<file path="src/rtl/ota_sar_ctrl.sv">
// ota_sar_ctrl: successive-approximation controller closing the loop around an OTA comparator and an external R-2R DAC.
//   clk_i       system clock
//   rst_n_i     asynchronous active-low reset
//   start_i     request a conversion (honoured only when idle)
//   abort_i     synchronous cancel of a running conversion
//   cmp_in_i    asynchronous comparator output, 1 = analog input >= DAC level
//   dac_code_o  trial code driven to the DAC
//   busy_o      conversion in progress
//   done_o      one-cycle pulse when result_o is updated
//   result_o    last completed conversion
module ota_sar_ctrl #(
    parameter int WIDTH         = 8,
    parameter int SETTLE_CYCLES = 4,
    parameter int SYNC_STAGES   = 2
) (
    input  logic             clk_i,
    input  logic             rst_n_i,
    input  logic             start_i,
    input  logic             abort_i,
    input  logic             cmp_in_i,
    output logic [WIDTH-1:0] dac_code_o,
    output logic             busy_o,
    output logic             done_o,
    output logic [WIDTH-1:0] result_o
);
    localparam int PW = $clog2(WIDTH);
    localparam int CW = $clog2(SETTLE_CYCLES);
    localparam logic [1:0] IDLE   = 2'd0;
    localparam logic [1:0] SETTLE = 2'd1;
    localparam logic [1:0] DECIDE = 2'd2;
    localparam logic [1:0] DONE   = 2'd3;
    localparam logic [WIDTH-1:0] MSB      = {1'b1, {(WIDTH-1){1'b0}}};
    localparam logic [PW-1:0]    PTR_TOP  = PW'(WIDTH - 1);
    localparam logic [CW-1:0]    CNT_LOAD = CW'(SETTLE_CYCLES - 1);

    // The decision must see a comparator level captured after the DAC settled.
    if (SETTLE_CYCLES < SYNC_STAGES + 1) begin : g_cfg_check
        $error("ota_sar_ctrl: SETTLE_CYCLES must be >= SYNC_STAGES+1");
    end

    logic [1:0]             state_q, state_d;
    logic [WIDTH-1:0]       dac_q, dac_d, res_q, res_d;
    logic [PW-1:0]          ptr_q, ptr_d;
    logic [CW-1:0]          cnt_q, cnt_d;
    logic [SYNC_STAGES-1:0] sync_q;
    logic                   busy_q, done_q;
    logic                   cmp_s;

    assign cmp_s = sync_q[SYNC_STAGES-1];

    always_comb begin
        state_d = state_q;
        dac_d   = dac_q;
        res_d   = res_q;
        ptr_d   = ptr_q;
        cnt_d   = cnt_q;
        case (state_q)
            IDLE: begin
                // abort has priority over a simultaneous start
                if (start_i && !abort_i) begin
                    state_d = SETTLE;
                    dac_d   = MSB;
                    ptr_d   = PTR_TOP;
                    cnt_d   = CNT_LOAD;
                end
            end
            SETTLE: begin
                if (abort_i) begin
                    state_d = IDLE;
                    dac_d   = res_q;
                end else if (cnt_q == '0) begin
                    state_d = DECIDE;
                end else begin
                    cnt_d = cnt_q - 1'b1;
                end
            end
            DECIDE: begin
                if (abort_i) begin
                    state_d = IDLE;
                    dac_d   = res_q;
                end else begin
                    dac_d[ptr_q] = cmp_s;
                    if (ptr_q != '0) begin
                        dac_d[ptr_q - 1'b1] = 1'b1;
                        ptr_d   = ptr_q - 1'b1;
                        cnt_d   = CNT_LOAD;
                        state_d = SETTLE;
                    end else begin
                        state_d = DONE;
                    end
                end
            end
            default: begin
                res_d   = dac_q;
                state_d = IDLE;
            end
        endcase
    end

    always_ff @(posedge clk_i or negedge rst_n_i) begin
        if (!rst_n_i) begin
            state_q <= IDLE;
            dac_q   <= '0;
            res_q   <= '0;
            ptr_q   <= PTR_TOP;
            cnt_q   <= '0;
            sync_q  <= '0;
            busy_q  <= 1'b0;
            done_q  <= 1'b0;
        end else begin
            state_q <= state_d;
            dac_q   <= dac_d;
            res_q   <= res_d;
            ptr_q   <= ptr_d;
            cnt_q   <= cnt_d;
            sync_q  <= {sync_q[SYNC_STAGES-2:0], cmp_in_i};
            busy_q  <= (state_d == SETTLE) || (state_d == DECIDE);
            done_q  <= state_q == DONE;
        end
    end

    assign dac_code_o = dac_q;
    assign result_o   = res_q;
    assign busy_o     = busy_q;
    assign done_o     = done_q;
endmodule

</file>
<file path="config.mk">
export PLATFORM = sky130hd
export DESIGN_NAME = ota_sar_ctrl
export DESIGN_NICKNAME = d
export VERILOG_FILES = /design/src/rtl/ota_sar_ctrl.sv
export SDC_FILE = /design/constraint.sdc
export NUM_CORES = 1
export LEC_CHECK = 0
export CAP_MARGIN = 25
export CORE_ASPECT_RATIO = 0.5
export CORE_MARGIN = 1
export CORE_UTILIZATION = 30
export DETAILED_ROUTE_END_ITERATION = 7
export GPL_TIMING_DRIVEN = 0
export PLACE_DENSITY_LB_ADDON = 0.25
export SLEW_MARGIN = 10
export SYNTH_ARGS = -nofsm -noshare
export SYNTH_HDL_FRONTEND = slang
export SYNTH_SLANG_ARGS = --single-unit
export TNS_END_PERCENT = 20
</file>
<file path="constraint.sdc">
create_clock -name clk_i -period 2.75 [get_ports clk_i]
set_input_delay 0.55 -clock clk_i [delete_from_list [all_inputs] [get_ports clk_i]]
set_output_delay 0.55 -clock clk_i [all_outputs]
set_load 0.03 [all_outputs]
</file>
**Word level (Yosys, flattened, before mapping)**

Index checks and enable logic that the tools add are counted.

- Add/subtract/negate cells: 2
- $lt $le $gt $ge: 4
- Eq/ne operators: 11
- Mux-type cells: 26
- Bitwise logic cells: 1
- Reduce and logical (&&, ||, !) cells: 14

Operator list:

| cell | count |
|---|---|
| $mux 8 | 4 |
| $pmux 8 s3 | 1 |
| $mux 2 | 10 |
| $ne 2x2->1 const B | 6 |
| $pmux 2 s3 | 2 |
| $mux 3 | 3 |
| $bwmux 8 | 1 |
| $lt 3x4->1 const B | 2 |
| $or 8x8->8 | 1 |
| $demux 1 s3 | 2 |
| $eq 2x2->1 const B | 3 |
| $ge 3x1->1 const B | 2 |
| $pmux 3 s2 | 1 |
| $reduce_and 6->1 | 1 |
| $reduce_bool 3->1 | 2 |
| $eq 2x1->1 const B | 2 |
| $logic_not 2->1 | 2 |
| $reduce_and 4->1 | 1 |
| $logic_and 1x1->1 | 3 |
| $reduce_and 3->1 | 1 |
| $reduce_or 3->1 | 1 |
| $sub 3x1->3 const B | 1 |
| $mux 1 | 2 |
| $reduce_bool 2->1 | 1 |
| 3 further kinds | 3 |

- Register bits after elaboration: 27

**Logic depth before layout (Yosys ltp)**

- Depth in word-level cells: 9
- Gate-level depth with buffers: 7
- Depth with buffers taken out: 6

**Worst setup path after synthesis**

No wires, ideal clock.

- Kind: flip-flop to flip-flop
- Start point: register ptr_q[1]
- End point: register cnt_q[1]
- Library setup time: 87 ps
- Data arrival time: 2,013 ps
- Data required time: 2,663 ps
- Path slack: 650 ps
- Stages on the path, launching flop included: 8
- Period minus slack after synthesis: 2,100 ps
- Cell sequence: dfstp_2 clkbuf_1 inv_1 ha_1 nor2b_1 a211o_1 or3b_1 a22oi_1

- Word-level cells in the longest chain between the ends: 3

Ends and longest elaborated chain:

| what | RTL line | source |
|---|---|---|
| start, declared | 43 | `logic [PW-1:0] ptr_q, ptr_d;` |
| start signal, assigned | 114 | `ptr_q <= ptr_d;` |
| $reduce_bool 3->1 | 83 | `if (ptr_q != '0) begin` |
| $ne 2x2->1 (no line) | n/a |  |
| $reduce_and 6->1 (no line) | n/a |  |
| end signal, assigned | 115 | `cnt_q <= cnt_d;` |
| end, declared | 44 | `logic [CW-1:0] cnt_q, cnt_d;` |

No other way between the ends.
A chain may end at the register's enable or synchronous reset.

**Worst setup path after layout**

Same ends and word-level chain as after synthesis.

==> flow_metrics.py <==
metrics = {
    "timing": {
        "fin_setup_tns_ns": 0,
        "worstMarginPinSlew_ns": 0.601,
        "min_period_ns": 2.45,
        "fmax_ghz": 0.409,
        "rsz0062_at_grt": "no",
        "slew_viol_final": 0,
        "min_period_over_period_pct": 88.9,
        "clock_skew_ns": 0.0234,
        "final_hold_viol_count": 0,
        "maxSlewHeadroom_pct": 59.9,
        "setup_violations": 0,
    },
    "clock_network": {
        "path_clk_slew_ns": 0.11,
        "cts_buffer_depth": 2,
        "clock-root-buffer": "clkbuf_8",
        "clock_latency_ns": 0.29,
        "ctsResizeCount": 0,
        "cts_buffers": 3,
        "hold_buffers": 0,
        "cts_setup_buffers": 0,
        "cts_sinks": 27,
        "htreeDepth": 1,
        "cts_tree": "yes",
    },
    "die": {
        "initial_core_util_pct": 32.0,
        "rows": 18,
        "fp.dieW_um": 106,
        "die_y_um": 53.9,
        "die_area_um2": 5710,
        "core_area_um2": 5070,
        "ios": 23,
    },
    "pwr": {
        "seqPwrFrac_pct": 41.5,
        "p_int_mw": 0.718,
        "pwr-share-clk_pct": 21.5,
        "comb_power_share_pct": 37.0,
        "switching_share_pct": 36.8,
        "p_leak_nw": 0.854,
        "peakVddDrop_mv": 0.261,
        "power.total_mw": 1.14,
        "p_per_area_nw_per_um2": 579,
        "p_switching_mw": 0.418,
    },
    "route": {
        "totalWireLength_um": 3420,
        "viasPerCell": 5.06,
        "via_count": 1256,
        "drtAntennaViolNets": 0,
        "initialDrtViolationCount": 38,
        "drc_errors": 0,
        "first_pass_iters": 4,
        "routedWlPerCell_um": 13.8,
    },
    "worst_setup_path": {
        "r2r_setup_slack_ns": 0.30,
        "cp_max_fo": 10,
        "cp_slowest_cell": "dfstp_2",
        "end_kind": "flop",
        "crit_arrival_ns": 2.63,
        "r2r_end": "cnt_q[1]$_DFFE_PN0P_",
        "reg2reg_depth": 7,
        "cp-start-kind": "flop",
        "crit_path_cell_trace": "clkbuf_1, inv_1, ha_1, nor2b_1, a211o_1, or3b_1, a22oi_1",
        "r2r_start": "ptr_q[1]$_DFFE_PN1P_",
        "path_class": "reg -> reg",
        "crit_required_ns": 2.94,
        "slowest_delay_ns": 0.57,
    },
    "place": {
        "io_buffers": 21,
        "hpwl_um": 2490,
        "gp_routability_congestion": 0.808,
    },
    "finish": {
        "layout-drive-gt1-share_pct": 14.0,
        "n_antenna_cell": 0,
        "syn_to_final_growth_pct": 21.2,
        "nets": 191,
    },
    "logic_synthesis": {
        "ys_ff_latch": 27,
        "ys_warn_count": 0,
        "synthFlopType": "dfrtp_1",
        "yosysSeqAreaShare_pct": 42.0,
        "yosysMostFrequentCell": "dfrtp_1",
        "synth.distinct_cells": 45,
        "synth_area_leader_cell": "dfrtp_1",
        "synthCells": 153,
        "avgSynthCellArea_um2": 10.6,
        "netlist.area_leader.share_pct": 37.1,
        "synthTopCellsByArea": "dfrtp_1 (37%), ha_1 (5.4%), dfstp_2 (4.9%)",
        "synth_edf_count": 0,
        "synth_area_um2": 1620,
        "ys_top_cells_by_count": "dfrtp_1 (24), inv_1 (11)",
        "syn_nets": 165,
        "async_flop_share_pct": 100,
    },
    "global_routing": {
        "grt_pass1_wl_um": 5840,
        "grtUsageTotal_pct": 13.4,
        "grt_pass1_vias": 1212,
        "grt_max_degree": 28,
        "overflow": 0,
        "antenna_found_initial": 0,
    },
    "job": {
        "maxCapViolations": 0,
    },
    "min_path": {
        "hold_class": "in -> async",
    },
    "status": {
        "status": "finished, final reports clean",
    },
}
-- power groups by stage --
stage | Sequential (mW) | Clock [mW] | Combinational (mW)
after floorplan | 0.508 | 0 | 0.274
after global placement | 0.477 | 0 | 0.420
after detailed placement | 0.481 | 0 | 0.424
after CTS | 0.473 | 0.248 | 0.425
after global routing | 0.479 | 0.265 | 0.462
final | 0.471 | 0.244 | 0.420
-- how the worst max path moves through the flow --
stage | depth (start not counted) | from | slack [ns] | endpoint
after floorplan | 7 | ptr_q[1]$_DFFE_PN1P_ | 0.65 | cnt_q[1]$_DFFE_PN0P_
after global placement | 7 | ptr_q[1]$_DFFE_PN1P_ | 0.43 | cnt_q[1]$_DFFE_PN0P_
after detailed placement | 7 | ptr_q[1]$_DFFE_PN1P_ | 0.37 | cnt_q[1]$_DFFE_PN0P_
after CTS | 7 | ptr_q[1]$_DFFE_PN1P_ | 0.32 | cnt_q[1]$_DFFE_PN0P_
after global routing | 7 | ptr_q[1]$_DFFE_PN1P_ | 0.15 | cnt_q[1]$_DFFE_PN0P_
final | 7 | ptr_q[1]$_DFFE_PN1P_ | 0.30 | cnt_q[1]$_DFFE_PN0P_
-- per-layer routing --
metal	vias to the layer above	share of wire, %	track usage (%)
met5	-	0	0
met4	0	0.56	1.39
met3	2	3.8	3.75
met2	22	42	22.3
met1	607	53	18.2
li1	625	-	-
-- cells by family after synthesis --
group / share of synthesized area, %
buf+inv: 6.10
simple gates: 14.5
mux: 6.80
flops: 42.0
fa+ha+maj: 5.41
compound gates: 25.2
-- registers in the layout, summed over array words and instances (netlist names) --
name	flops
busy_o	1
cnt_q	2
dac_code_o	8
done_o	1
ptr_q	3
result_o	8
state_q	2
sync_q	2
-- final cells by class --
type	count	area, um2
Fill cell	501	3110
Multi-Input combinational cell	105	841
Sequential cell	27	679
Timing Repair Buffer	21	205
Tap cell	70	87.6
Buffer	10	57.6
Clock buffer	3	41.3
Inverter	11	41.3
Clock inverter	1	8.76
-- layout by cell type, fill, tap and decap left out, types with 3 or more instances in the layout --
master | Yosys | final
a21boi_0 | 3 | 3
a21oi_1 | 6 | 6
mux2_2 | 7 | 7
o211ai_1 | 3 | 3
nand2_1 | 6 | 6
clkbuf_1 | 4 | 4
ha_1 | 7 | 7
nand3_1 | 3 | 3
o21ai_0 | 7 | 7
inv_1 | 11 | 11
a221o_1 | 7 | 7
buf_2 | 4 | 5
nand2b_1 | 3 | 3
o311a_1 | 5 | 5
dfstp_2 | 3 | 3
nor2b_1 | 7 | 7
dfrtp_1 | 24 | 24
clkdlybuf4s50_1 | 0 | 20
clkbuf_8 | 0 | 3
nor2_1 | 7 | 7
-- per-stage QoR --
step                hold slack [ns]  setup slack, ns  instances  util (%)  instance area (um2)
global route                  0.307            0.147        248      38.7                 1960
detailed placement            0.335            0.371        244      37.7                 1910
global placement              0.335            0.426        244      37.8                 1920
finish                        0.254            0.304        248      38.7                 1960
floorplan                     0.254            0.650        153         -                 1620
CTS                           0.288            0.317        248      38.7                 1960
-- critical path, delay by kind of cell (launching register included) --
| family | cells | cell delay, ns |
|---|---|---|
| adder cells (fa/ha/maj) | 1 | 0.23 |
| buffers and inverters | 2 | 0.45 |
| AND/OR/NAND/NOR | 2 | 0.56 |
| flip-flops | 1 | 0.57 |
| AO/OA/AOI/OAI | 2 | 0.52 |
No activity file was read; power rests on OpenSTA's default activity.
